`config.mk`:
```
export PLATFORM = sky130hd
export DESIGN_NAME = alu
export DESIGN_NICKNAME = d
export VERILOG_FILES = /design/src/rtl/alu.sv
export SDC_FILE = /design/constraint.sdc
export NUM_CORES = 1
export LEC_CHECK = 0
export CORE_MARGIN = 2
export CORE_UTILIZATION = 65
export DETAILED_ROUTE_END_ITERATION = 10
export DONT_BUFFER_PORTS = 1
export PLACE_DENSITY_LB_ADDON = 0.08
export RECOVER_POWER = 50
export SKIP_LAST_GASP = 1
export SLEW_MARGIN = 20
export SYNTH_ARGS = -nofsm -noshare
export SYNTH_HDL_FRONTEND = slang
export SYNTH_SLANG_ARGS = --single-unit
```
`constraint.sdc`:
```
create_clock -name clock -period 3.2 [get_ports clock]
set_input_delay 0.48 -clock clock [delete_from_list [all_inputs] [get_ports clock]]
set_output_delay 0.48 -clock clock [all_outputs]
set_load 0.02 [all_outputs]
```
`src/rtl/alu.sv`:
```
// Accumulator ALU: executes one 12-bit instruction per enabled clock edge.
// An invalid opcode latches a sticky error state that only reset clears.
module alu (
    input  logic        clock,
    input  logic        reset,
    input  logic [11:0] inst,
    input  logic        inst_wen,
    output logic [7:0]  result
);

    typedef enum logic {
        StReady,
        StError
    } state_e;

    localparam logic [3:0] OpNop = 4'h0;
    localparam logic [3:0] OpLdi = 4'h1;
    localparam logic [3:0] OpAdd = 4'h2;
    localparam logic [3:0] OpSub = 4'h3;
    localparam logic [3:0] OpNot = 4'h4;
    localparam logic [3:0] OpAnd = 4'h5;
    localparam logic [3:0] OpIor = 4'h6;
    localparam logic [3:0] OpXor = 4'h7;
    localparam logic [3:0] OpShl = 4'h8;
    localparam logic [3:0] OpShr = 4'h9;

    state_e     state_q, state_d;
    logic [7:0] acc_q, acc_d;

    logic [3:0] opcode;
    logic [7:0] imm;
    logic       shift_oob;

    assign opcode    = inst[11:8];
    assign imm       = inst[7:0];
    // Shift amounts of 8 or more clear the accumulator.
    assign shift_oob = |imm[7:3];

    // Next-state and next-accumulator decode; only an enabled instruction in READY has effect.
    always_comb begin
        state_d = state_q;
        acc_d   = acc_q;
        if (state_q == StReady && inst_wen) begin
            case (opcode)
                OpNop: acc_d = acc_q;
                OpLdi: acc_d = imm;
                OpAdd: acc_d = acc_q + imm;
                OpSub: acc_d = acc_q - imm;
                OpNot: acc_d = ~acc_q;
                OpAnd: acc_d = acc_q & imm;
                OpIor: acc_d = acc_q | imm;
                OpXor: acc_d = acc_q ^ imm;
                OpShl: acc_d = shift_oob ? 8'h00 : (acc_q << imm[2:0]);
                OpShr: acc_d = shift_oob ? 8'h00 : (acc_q >> imm[2:0]);
                default: begin
                    state_d = StError;
                    acc_d   = acc_q;
                end
            endcase
        end
    end

    // State and accumulator registers with synchronous active-low reset.
    always_ff @(posedge clock) begin
        if (!reset) begin
            state_q <= StReady;
            acc_q   <= 8'h00;
        end else begin
            state_q <= state_d;
            acc_q   <= acc_d;
        end
    end

    assign result = acc_q;

endmodule

```
==> metrics.md <==
| Metric | Value |
|---|---|
| Status | `completed` |
| Starting Density | `69.11%` |
| Mapped Nets | `326` |
| Total number of vias | `2117` |
| Clk buf depth | `2` |
| Clock transition at path regs | `0.06 ns` |
| Worst hold-check path type | `in -> reg` |
| IO Count | `23` |
| Crit path DAT | `2.87 ns` |
| Worst path slowest cell | `fa_1` |
| RSZ-0062 raised after global routing | `false` |
| Initial antenna violation count | `0` |
| Vias in the first global route | `1815` |
| Min cycle time layout | `2.754 ns` |
| Drt wl/cell | `19.00 um` |
| Std-Cell Rows | `20` |
| Most frequent cells in the layout | `nand2_1, nor2_1, ha_1` |
| DP HPWL | `4.465 mm` |
| Critical Path Fanout Max | `20` |
| Share of async-settable or async-resettable flops after synthesis | `0%` |
| Power density over the cells | `248.0 mW/mm^2` |
| Syn avg cell area | `7.525 um^2` |
| Clock skew | `0.01131 ns` |
| Nets | `316` |
| Share of cells above drive strength 1 | `8.029%` |
| Post-route setup TNS | `0 ns` |
| Critical path launch point type | `input pin` |
| Final wirelength | `6.043 mm` |
| #FFs+latches synth | `9` |
| Die ar. | `0.003775 mm^2` |
| DRC | `0` |
| Worst Hold Depth | `1` |
| Seq/Total Area, Yosys | `8.401%` |
| Rel. slew slack | `42.08%` |
| Largest stage delay, worst path | `0.43 ns` |
| Synth Instances | `285` |
| Pwr Total | `0.5281 mW` |
| Routability cong. | `0.8975` |
| Pin count of the biggest net entering global routing | `26` |
| Crit path cell chain | `nor3b_4 -> and2_1 -> mux2_2 -> fa_1 -> nand2b_1 -> a21oi_1 -> o31ai_1 -> a211oi_1 -> o22ai_1` |
| Die H | `61.44 um` |
| Synth top area cells | `ha_1, dfxtp_1, mux4_2` |
| Clk Latency, worst-skew pair | `0.27 ns` |
| TritonCTS Sinks | `9` |
| Core footprint | `0.003103 mm^2` |
| # Post-CTS Setup Buffers | `0` |
| Area Overhead vs Synth | `-0.7002%` |
| Critical path class | `in -> reg` |
| Leading cell type in the layout, fill and taps excluded | `nand2_1` |
| Crit share post-route | `86.07%` |
| CTS tree | `done` |
| Hold buffer count at CTS | `0` |
| Total number of yosys warnings | `0` |
| Post-synth EDFFs | `0` |
| Total gr overflow | `0` |
| Slew Limit Fails | `0` |
| PortBufs | `0` |
| Leading area contributor after synthesis | `ha_1` |
| Routed vias/inst | `6.657` |
| Syn Std Cell Area | `0.002145 mm^2` |
| Antenna-violating nets left | `0` |
| Root Driver | `clkbuf_4` |
| Diodes inserted | `0` |
| Post-synth cell types | `54` |
| Total CTS buffers | `3` |
| H-tree depth | `1` |
| Max cap viols | `0` |
| Fin Hold WS | `0.3331 ns` |
| DRT Pass-1 Iters | `4` |
| Most used DFF post-synth | `dfxtp_1` |
| Required @ worst endpoint | `3.32 ns` |
| Final setup fails | `0` |
| Critical Path Sink Type | `flip-flop` |
| Max frequency | `0.3631 GHz` |
| Worst slew pin tran | `0.8687 ns` |
| First-pass GRT wire length | `9.273 mm` |
| CTS-repair resized insts | `0` |
| Final hold vios | `0` |
| Total track usage | `34.02%` |
| Final Util | `68.63%` |
| R2R depth | `8` |
| Initial drt markers | `197` |
| Share of the synthesized area in the top cell type | `14.59%` |
| Die Span X | `61.44 um` |
| Peak VDD IR | `0.1612 mV` |
| Lkg Pwr | `0.8193 nW` |
==> synth_stat cells, drive strengths merged (3+ instances only) <==
| library cell | count |
|---|---|
| a31oi | 7 |
| a221oi | 4 |
| and2 | 3 |
| ha | 25 |
| nor2 | 26 |
| nand2 | 29 |
| o22ai | 5 |
| o31ai | 3 |
| o211ai | 12 |
| or4 | 3 |
| xnor2 | 8 |
| a21oi | 17 |
| mux4 | 7 |
| nand2b | 9 |
| nand3 | 7 |
| mux2i | 7 |
| o21ai | 22 |
| clkbuf | 7 |
| nor3 | 3 |
| nor4 | 3 |
| buf | 13 |
| dfxtp | 9 |
| inv | 19 |
| o32a | 3 |
==> worst max-delay path: cells and delay by family <==
family	cells	cell delay, ns
and+or+nand+nor	3	0.81
adders and majority gates	1	0.43
AOI/OAI and AO/OA	4	0.78
muxes	1	0.37
==> through the flow <==
step	cell area [um^2]	worst slack [ns]	instances
2_1_floorplan	2145	0.2902	285
3_3_place_gp	2115	0.2619	314
3_5_place_dp	2115	0.2249	314
4_1_cts	2141	0.4931	318
5_1_grt	2130	0.2891	318
6_report	2130	0.4458	318
==> power breakdown <==
part | total [mW] | switching [mW] | internal (mW)
clock | 0.0963 | 0.0481 | 0.0482
combinational | 0.281 | 0.156 | 0.126
sequential | 0.150 | 0.0286 | 0.122
total | 0.528 | 0.232 | 0.296
==> cells by family (layout without fill, tap and decap cells) <==
family | after synthesis | in the layout | share of synthesized area, %
AOI/OAI and AO/OA | 89 | 89 | 27.83
adders and majority gates | 26 | 26 | 15.52
muxes | 16 | 16 | 11.84
buffers and inverters | 41 | 30 | 9.394
DFF | 9 | 9 | 8.401
and+or+nand+nor | 96 | 96 | 23.39
xor gates and xnor gates | 8 | 8 | 3.618
==> layout make-up <==
class | instances | area, um^2
fill | 296 | 973.4
clock buffer | 4 | 26.28
inverter | 21 | 78.83
multi-input combinational | 235 | 1763
tap | 44 | 55.05
sequential | 9 | 180.2
timing repair buffer | 5 | 26.28
==> state kept, by name (all words and copies together) (netlist names) <==
register  flops
state_q       1
result        8
==> worst paths after layout <==
kind              startpoint   endpoint  slack [ns]
setup / recovery    inst[10]  result[6]        0.45
hold / removal         reset    state_q        0.33
setup reg to reg   result[0]  result[6]        0.57
hold reg to reg      state_q    state_q        0.47
==> layer usage <==
layer	GRT usage (%)	wire length (um)	vias to the layer above
met2	51.52	2682	95
met3	4.412	523	10
met4	11.25	127	0
li1	-	-	1036
met5	0	0	-
met1	49.87	2709	976
No activity file was read; power rests on OpenSTA's default activity.
